## src/rtl/freq_meter_pkg.sv

```systemverilog
// Shared constants and types for the frequency meter / NCO generator pair.
// Holds the reference clock rate, accumulator width default, divider sizing
// and the generator FSM encoding.
package freq_meter_pkg;

    // Reference clock in Hz; also the divisor of the tuning-word calculation.
    localparam logic [27:0] CLK_STAND_FREQ = 28'd100_000_000;

    // Phase accumulator width default.
    localparam int ACC_W_DEF = 32;

    // Frequency word width, shared with the meter result.
    localparam int FREQ_W = 34;

    // Divider sizing: freq (34 bits) shifted by ACC_W (32) gives a 66-bit dividend.
    localparam int DIVISOR_W  = 28;
    localparam int DIVIDEND_W = 66;
    localparam int DIV_CYCLES = 66;
    localparam int DIV_CNT_W  = $clog2(DIV_CYCLES);

    // Generator control states.
    typedef enum logic [1:0] {
        IDLE  = 2'd0,
        CHECK = 2'd1,
        DIV   = 2'd2,
        APPLY = 2'd3
    } gen_state_t;

    // A request is legal up to the Nyquist limit of the reference clock.
    function automatic logic freq_in_range(input logic [FREQ_W-1:0]    freq,
                                           input logic [DIVISOR_W-1:0] clk_hz);
        return freq <= FREQ_W'(clk_hz >> 1);
    endfunction

endpackage

```

## src/rtl/freq_gen_div.sv

```systemverilog
// Sequential restoring divider, one quotient bit per cycle.
// A start pulse loads the operands; done is high during the cycle whose
// closing edge retires the last quotient bit, so the quotient is valid on
// the following cycle.
module freq_gen_div
    import freq_meter_pkg::*;
#(
    parameter int Q_W = ACC_W_DEF
) (
    input  logic                  sys_clk,
    input  logic                  sys_rst,
    input  logic                  start,
    input  logic [DIVIDEND_W-1:0] dividend,
    input  logic [DIVISOR_W-1:0]  divisor,
    output logic                  done,
    output logic [Q_W-1:0]        quotient
);

    logic                  busy;
    logic [DIV_CNT_W-1:0]  cnt;
    logic [DIVISOR_W-1:0]  rem;
    logic [DIVISOR_W-1:0]  dvs;
    // Dividend bits shift out of the top while quotient bits shift in below.
    logic [DIVIDEND_W-1:0] q;

    logic [DIVISOR_W:0]    rem_sh;
    logic [DIVISOR_W:0]    diff;
    logic                  take;
    logic [DIVISOR_W-1:0]  rem_nx;

    // Trial subtraction; the borrow bit decides whether the quotient bit is 1.
    always_comb begin
        rem_sh = {rem, q[DIVIDEND_W-1]};
        diff   = rem_sh - {1'b0, dvs};
        take   = ~diff[DIVISOR_W];
        rem_nx = take ? diff[DIVISOR_W-1:0] : rem_sh[DIVISOR_W-1:0];
    end

    assign done     = busy && (cnt == DIV_CNT_W'(DIV_CYCLES - 1));
    assign quotient = q[Q_W-1:0];

    // Operand load on start, then one restoring step per cycle while busy.
    always_ff @(posedge sys_clk or posedge sys_rst) begin
        if (sys_rst) begin
            busy <= 1'b0;
            cnt  <= '0;
            rem  <= '0;
            dvs  <= '0;
            q    <= '0;
        end else if (start) begin
            busy <= 1'b1;
            cnt  <= '0;
            rem  <= '0;
            dvs  <= divisor;
            q    <= dividend;
        end else if (busy) begin
            rem  <= rem_nx;
            q    <= {q[DIVIDEND_W-2:0], take};
            cnt  <= cnt + DIV_CNT_W'(1);
            if (done) begin
                busy <= 1'b0;
            end
        end
    end

endmodule

```

## src/rtl/freq_gen_nco.sv

```systemverilog
// Numerically controlled oscillator with a frequency-in-Hz request port.
// A request is range-checked, converted to a tuning word by a 66-cycle
// restoring division, and applied in one step; the old tuning word keeps
// driving the accumulator until then.
// Optional build macro FREQ_GEN_PHASE_RST_EN: restart the accumulator at
// phase 0 (clk_out low) whenever a new tuning word is applied; without it
// frequency changes are phase-continuous.
module freq_gen_nco #(
    parameter logic [27:0] CLK_STAND_FREQ = freq_meter_pkg::CLK_STAND_FREQ,
    parameter int          ACC_W          = freq_meter_pkg::ACC_W_DEF
) (
    input  logic                              sys_clk,
    input  logic                              sys_rst,
    input  logic [freq_meter_pkg::FREQ_W-1:0] freq_set,
    input  logic                              set_valid,
    output logic                              set_ready,
    output logic [ACC_W-1:0]                  tune_word,
    output logic                              clk_out,
    output logic                              range_err
);

    import freq_meter_pkg::*;

    gen_state_t            state_q;
    gen_state_t            state_d;
    logic                  accept;
    logic                  div_start;
    logic                  div_done;
    logic                  req_in_range;
    logic [FREQ_W-1:0]     freq_req;
    logic [DIVIDEND_W-1:0] dividend;
    logic [ACC_W-1:0]      div_q;
    logic [ACC_W-1:0]      acc;

    assign set_ready    = (state_q == IDLE);
    assign accept       = set_valid && set_ready;
    assign req_in_range = freq_in_range(freq_req, CLK_STAND_FREQ);
    assign dividend     = DIVIDEND_W'(freq_req) << ACC_W;

    // Capture the requested frequency on accept; held for CHECK and DIV.
    always_ff @(posedge sys_clk) begin
        if (accept) begin
            freq_req <= freq_set;
        end
    end

    // FSM state register.
    always_ff @(posedge sys_clk or posedge sys_rst) begin
        if (sys_rst) begin
            state_q <= IDLE;
        end else begin
            state_q <= state_d;
        end
    end

    // FSM next state; the divider is kicked off when CHECK passes.
    always_comb begin
        state_d   = state_q;
        div_start = 1'b0;
        case (state_q)
            IDLE: begin
                if (accept) begin
                    state_d = CHECK;
                end
            end
            CHECK: begin
                if (req_in_range) begin
                    state_d   = DIV;
                    div_start = 1'b1;
                end else begin
                    state_d = IDLE;
                end
            end
            DIV: begin
                if (div_done) begin
                    state_d = APPLY;
                end
            end
            APPLY: begin
                state_d = IDLE;
            end
            default: begin
                state_d = IDLE;
            end
        endcase
    end

    freq_gen_div #(
        .Q_W      (ACC_W)
    ) u_div (
        .sys_clk  (sys_clk),
        .sys_rst  (sys_rst),
        .start    (div_start),
        .dividend (dividend),
        .divisor  (CLK_STAND_FREQ),
        .done     (div_done),
        .quotient (div_q)
    );

    // Sticky range error: cleared by an in-range accept, set when CHECK rejects.
    always_ff @(posedge sys_clk or posedge sys_rst) begin
        if (sys_rst) begin
            range_err <= 1'b0;
        end else if (accept && freq_in_range(freq_set, CLK_STAND_FREQ)) begin
            range_err <= 1'b0;
        end else if (state_q == CHECK && !req_in_range) begin
            range_err <= 1'b1;
        end
    end

    // Tuning word only changes when leaving APPLY.
    always_ff @(posedge sys_clk or posedge sys_rst) begin
        if (sys_rst) begin
            tune_word <= '0;
        end else if (state_q == APPLY) begin
            tune_word <= div_q;
        end
    end

    // Phase accumulator and registered MSB output.
    always_ff @(posedge sys_clk or posedge sys_rst) begin
        if (sys_rst) begin
            acc     <= '0;
            clk_out <= 1'b0;
        end else begin
`ifdef FREQ_GEN_PHASE_RST_EN
            if (state_q == APPLY) begin
                acc     <= '0;
                clk_out <= 1'b0;
            end else begin
                acc     <= acc + tune_word;
                clk_out <= acc[ACC_W-1];
            end
`else
            acc     <= acc + tune_word;
            clk_out <= acc[ACC_W-1];
`endif
        end
    end

endmodule

```

## config.mk

```make
export PLATFORM = sky130hd
export DESIGN_NAME = freq_gen_nco
export DESIGN_NICKNAME = d
export VERILOG_FILES = /design/src/rtl/freq_meter_pkg.sv /design/src/rtl/freq_gen_div.sv /design/src/rtl/freq_gen_nco.sv
export SDC_FILE = /design/constraint.sdc
export NUM_CORES = 1
export LEC_CHECK = 0
export BUFFER_PORTS_ARGS = -buffer_cell sky130_fd_sc_hd__buf_2
export CAP_MARGIN = 5
export CORE_ASPECT_RATIO = 1.2
export CORE_UTILIZATION = 35
export CTS_BUF_LIST = sky130_fd_sc_hd__clkbuf_16
export DETAILED_ROUTE_END_ITERATION = 12
export SETUP_SLACK_MARGIN = 0.4
export SYNTH_ARGS = -nofsm -noshare
export SYNTH_HDL_FRONTEND = slang
export SYNTH_SLANG_ARGS = --single-unit
```

## constraint.sdc

```tcl
create_clock -name sys_clk -period 5.51 [get_ports sys_clk]
set_clock_uncertainty 0.1 [all_clocks]
set_input_delay 1.102 -clock sys_clk [delete_from_list [all_inputs] [get_ports sys_clk]]
set_output_delay 1.102 -clock sys_clk [all_outputs]
set_load 0.01 [all_outputs]
```

== Word level (Yosys, flattened, before mapping) ==
Cells that the tools add are included.

* Bits of input ports: 37
* Logic and storage cells: 50
* Output and inout bits: 35
* Bits in registers: 205

* Bitwise logic cells: 1
* Equality and inequality tests: 6
* Order comparisons: 2
* Reduce and logical (&&, ||, !) cells: 9
* Muxes and demuxes: 18
* Add/subtract/negate cells: 3

{| class="wikitable"
|+ Operator list
! operator !! number
|-
| 66-bit 2-to-1 mux || 2
|-
| 28-bit 2-to-1 mux || 3
|-
| 34-bit by 26-bit less-or-equal comparator with 1-bit output, second input constant || 2
|-
| 32-bit adder || 1
|-
| 29-bit by 27-bit subtractor with 29-bit output || 1
|-
| 7-bit 2-to-1 mux || 2
|-
| 2-bit one-hot mux with 4 select lines || 1
|-
| 7-bit by 1-bit adder with 7-bit output, second input constant || 1
|-
| 7-bit equality test, second input constant || 1
|-
| 1-bit 2-to-1 mux || 7
|-
| 2-bit 2-to-1 mux || 3
|-
| 2-bit equality test, second input constant || 2
|-
| 1-bit logical AND || 4
|-
| 2-bit nonzero test || 2
|-
| 2-bit by 1-bit equality test with 1-bit output, second input constant || 1
|-
| 2-bit zero test || 1
|-
| 2-bit by 1-bit != test with 1-bit output, second input constant || 1
|-
| 2-bit != test, second input constant || 1
|-
| 2-bit AND reduction || 1
|-
| 1-bit zero test || 1
|-
| 1-bit inverter || 1
|}

== Longest topological paths before layout ==
* Depth in word-level cells: 5
* Gate-level depth with buffers: 13
* Depth with buffers taken out: 10

== Modules after synthesis ==
Synthesis repeated with hierarchy kept, for this count alone.

* Cell total of the unflattened synthesis: 1280
* Area total of the unflattened synthesis: 12846.1 sq um

{| class="wikitable"
|+ By module, submodules not included
! module !! cells each !! times used !! area an instance (sq um)
|-
| freq_gen_div || 845 || 1 || 7728.7
|-
| freq_gen_nco || 435 || 1 || 5117.4
|}

== Least setup slack after synthesis ==
No wires, ideal clock.

* Path kind: register -> register
* From: register u_div.rem[7]
* To: register u_div.rem[14]
* Slack: 2227 ps
* Library setup time: 94 ps
* Cell stages (with the launch flop): 14
* Arrival time: 3089 ps
* Path through: dfrtp_1 inv_1 ha_1 ha_1 or4b_1 a2111o_1 and4_4 or3_1 buf_6 o211a_1 buf_6 buf_6 mux2i_1 a211oi_1

* Word-level cells in the longest chain between the ends: 4

{| class="wikitable"
|+ Ends and longest elaborated chain
! what !! RTL line !! source
|-
| start, declared || freq_gen_div.sv:21 || <nowiki>logic [DIVISOR_W-1:0] rem;</nowiki>
|-
| start signal, assigned || freq_gen_div.sv:57 || <nowiki>rem <= rem_nx;</nowiki>
|-
| 29-bit by 27-bit subtractor with 29-bit output || freq_gen_div.sv:34 || <nowiki>diff = rem_sh - {1'b0, dvs};</nowiki>
|-
| 28-bit 2-to-1 mux || freq_gen_div.sv:36 || <nowiki>rem_nx = take ? diff[DIVISOR_W-1:0] : rem_sh[DIVISOR_W-1:0];</nowiki>
|-
| 28-bit 2-to-1 mux || freq_gen_div.sv:56 || <nowiki>end else if (busy) begin</nowiki>
|-
| 28-bit 2-to-1 mux || freq_gen_div.sv:50 || <nowiki>end else if (start) begin</nowiki>
|}

No other way between the ends. The select of a mux whose other input is x is not followed.
A chain may end at the register's enable or synchronous reset.

== Final worst setup path ==
Ends and elaborated chain as after synthesis.

==> out/metrics.cfg <==
[setup_path]
end_kind = flip-flop
rrSetupSlack_ns = 1.86
crit_type = reg2reg
worstPathArrival_ns = 3.97
rr_worst_depth = 10
crit_path_end = u_div.rem[14]
timing.rr.end = u_div.rem[14]
worst_setup_path_start_kind = flip-flop
required_ns = 5.83
crit_start = u_div.rem[7]
worstReg2RegStart = u_div.rem[7]
crit_fanout = 14

[finish]
area_growth_pct = 14.8
layout.nets = 1118
drive_gt1_share_pct = 15.0
utilization_pct = 40.8
diodes = 0
final_cells = 1442
fillers = 2905

[detailed_routing]
wire_per_inst_um = 14.8
remaining_drc_errors = 0
dr.pass1.iters = 4
final_antenna_net_count = 0
via_count = 7403
via_per_inst = 5.13
drt_iter0_drc = 403
wirelength_um = 21300

[timing]
max_freq_ghz = 0.274
rsz0062_at_grt = false
timing.final.ws_setup_ns = 1.86
min_period_ns = 3.65
finalHoldViolCount = 0
finalSetupViolCount = 0
worstMarginPinSlew_ns = 0.858
fin_tns_setup_ns = 0
drv_slew = 0
relSlewSlack_pct = 41.3
fin_crit_sh_pct = 66.3

[die]
fp.coreArea_sq_um = 29500
io_pins = 72
die_x_um = 160
die_y_um = 192
start_util_pct = 35.6
die_area_sq_um = 30700
placementRows = 69

[logic_synthesis]
synth.distinct_cells = 70
synth_fp_nets = 1061
ys_ff_latch = 205
synth_edf_count = 34
yosysSeqAreaShare_pct = 50.5
syn_area_per_cell_sq_um = 10.7
ys.flop_type = dfrtp_1
netlist_area_sq_um = 10500
ys_warn_count = 0
async_flop_share_pct = 83.4
synth_cells = 977

[grt]
use_met3_pct = 2.09
grt.busiest_layer = met2
grt-ovfl-total = 0
grt_max_degree = 108
grt_pass1_vias = 7206
antenna_found_initial = 0
grt_use_met1_pct = 17.9
grt_pass1_wl_um = 35600
track_usage_pct = 13.9
use_met2_pct = 24.0

[placed_design]
dp_hpwl_um = 14700
pre_cts_ws_ns = 1.86
place.gp.congestion = 0.863
io_buffers = 71
dp.cells = 1398

[outcome]
status = finished clean

[power_and_ir_drop]
p_leak_uw = 0.00550
peakVddDrop_mv = 0.249
power_uw = 4450
power.density_nw_per_um2 = 369

[cts]
cts_resized = 0
numCtsBuffers = 24
clock-sinks = 205
cts_max_level = 1
clk_path_buf_depth = 3
cts_tree = built
clk_latency_ns = 0.51
cts.reportedPaths.clkPinSlew_ns = 0.06
hold_buffers = 0
cts_setup_buffers = 0
root_buffer = clkbuf_16

[run]
drv_cap = 0

[worst_hold_path]
min_path_cells = 0
hold_class = reg2reg

[flip-flops by register name, indices dropped and copies added (netlist names), 7 cells and up, named ones only]
signal and flops:
u_div.rem 28, u_div.cnt 7, u_div.q 66, freq_req 34, acc 32, tune_word 32
[critical path, stage by stage, from the launching register on]
cell and delay, ns:
dfrtp_1 0.39, inv_1 0.06, ha_1 0.17, ha_1 0.22
or4b_1 0.48, a2111o_1 0.49, and4_4 0.21, or3_1 0.43
o211a_1 0.54, mux2i_1 0.21, a211oi_1 0.25
[layer usage]
| layer | routed length [um] | part of all wire [%] |
|---|---|---|
| met1 | 9710 | 46 |
| met2 | 10200 | 48 |
| met3 | 813 | 3.8 |
| met4 | 531 | 2.5 |
| met5 | 0 | 0 |
[cells by family (layout without fill, tap and decap cells)]
kind of cell,count (synthesis),count (layout),share of synthesized area [%]
AO/OA/AOI/OAI,198,198,12.6
buffers and inverters,69,144,2.68
adder cells (fa/ha/maj),47,47,5.67
flip-flops,205,205,50.5
multiplexers,117,117,11.5
AND/OR/NAND/NOR,294,294,13.1
XOR/XNOR,47,47,3.92
[cell usage after synthesis (all sizes together), types with 3 or more instances]
| master | instances | area share, % |
|---|---|---|
| a21oi | 45 | 2.1 |
| a211oi | 21 | 1.5 |
| nor3 | 13 | 0.62 |
| a31oi | 9 | 0.54 |
| o211ai | 9 | 0.77 |
| and2 | 5 | 0.30 |
| o21ai | 51 | 2.4 |
| clkbuf | 34 | 1.2 |
| o2111ai | 3 | 0.25 |
| nand3 | 16 | 0.76 |
| nor2 | 110 | 3.9 |
| buf | 13 | 0.68 |
| o31ai | 4 | 0.42 |
| edfxtp | 34 | 9.7 |
| nand3b | 3 | 0.21 |
| nand4 | 15 | 0.89 |
| mux2i | 85 | 8.1 |
| a2111oi | 3 | 0.25 |
| or4 | 6 | 0.43 |
| or3 | 7 | 0.42 |
| nand2 | 81 | 2.9 |
| o221ai | 3 | 0.25 |
| ha | 46 | 5.5 |
| a21o | 16 | 1.1 |
| nor3b | 7 | 0.50 |
| xor2 | 19 | 1.6 |
| nor4 | 10 | 0.60 |
| o21a | 6 | 0.43 |
| xnor2 | 28 | 2.3 |
| nor2b | 5 | 0.30 |
| o21bai | 3 | 0.21 |
| dfrtp | 171 | 41 |
| mux2 | 32 | 3.4 |
| inv | 22 | 0.79 |
| o311ai | 4 | 0.41 |
| nand2b | 3 | 0.18 |
[layout make-up]
cell class	count	area (sq um)	share of cell area, %
clock buffers	25	626	5.19
flip-flops and latches	205	5300	44.0
well taps	390	488	4.05
multi-input cells	703	4930	40.9
repair buffers	78	420	3.49
clock inverters	19	203	1.68
inverters	22	86.3	0.716
[cells in the final DEF (no fill, tap or decap), types with 6 or more instances in the layout]
master / instances
xor2_1: 19
nor3_1: 13
o21ai_0: 15
mux2i_1: 85
nand3_1: 16
buf_2: 71
dfrtp_1: 170
xnor2_1: 28
nand2_1: 81
or3_1: 7
buf_4: 6
a21oi_1: 45
nor3b_1: 7
mux2_2: 32
ha_1: 46
edfxtp_1: 34
a211oi_1: 20
inv_1: 22
o21ai_1: 36
nand4_1: 15
a21o_1: 16
nor4_1: 10
a31oi_1: 9
nor2_1: 110
clkbuf_16: 25
or4_1: 6
o211ai_1: 8
o21a_1: 6
[power by group]
| part | switching, uW | leakage, uW | internal, uW |
|---|---|---|---|
| clock network | 633 | 0.000408 | 1010 |
| logic | 572 | 0.00244 | 433 |
| registers | 138 | 0.00266 | 1670 |
| total | 1340 | 0.00550 | 3110 |
[through the flow]
| stage | hold slack [ns] | cell area, sq um |
|---|---|---|
| 2_1_floorplan | 0.272 | 10500 |
| 3_3_place_gp | 0.279 | 11200 |
| 3_5_place_dp | 0.288 | 11200 |
| 4_1_cts | 0.301 | 12100 |
| 5_1_grt | 0.306 | 12100 |
| 6_report | 0.295 | 12100 |
[how the worst min path moves through the flow]
stage / start / to / slack [ns]
after floorplan: acc[31] / clk_out / 0.27
after global placement: acc[31] / clk_out / 0.28
after detailed placement: acc[31] / clk_out / 0.29
after CTS: acc[31] / clk_out / 0.30
after global routing: acc[31] / clk_out / 0.31
final: acc[31] / clk_out / 0.30
(Power assumes the default switching activity.)
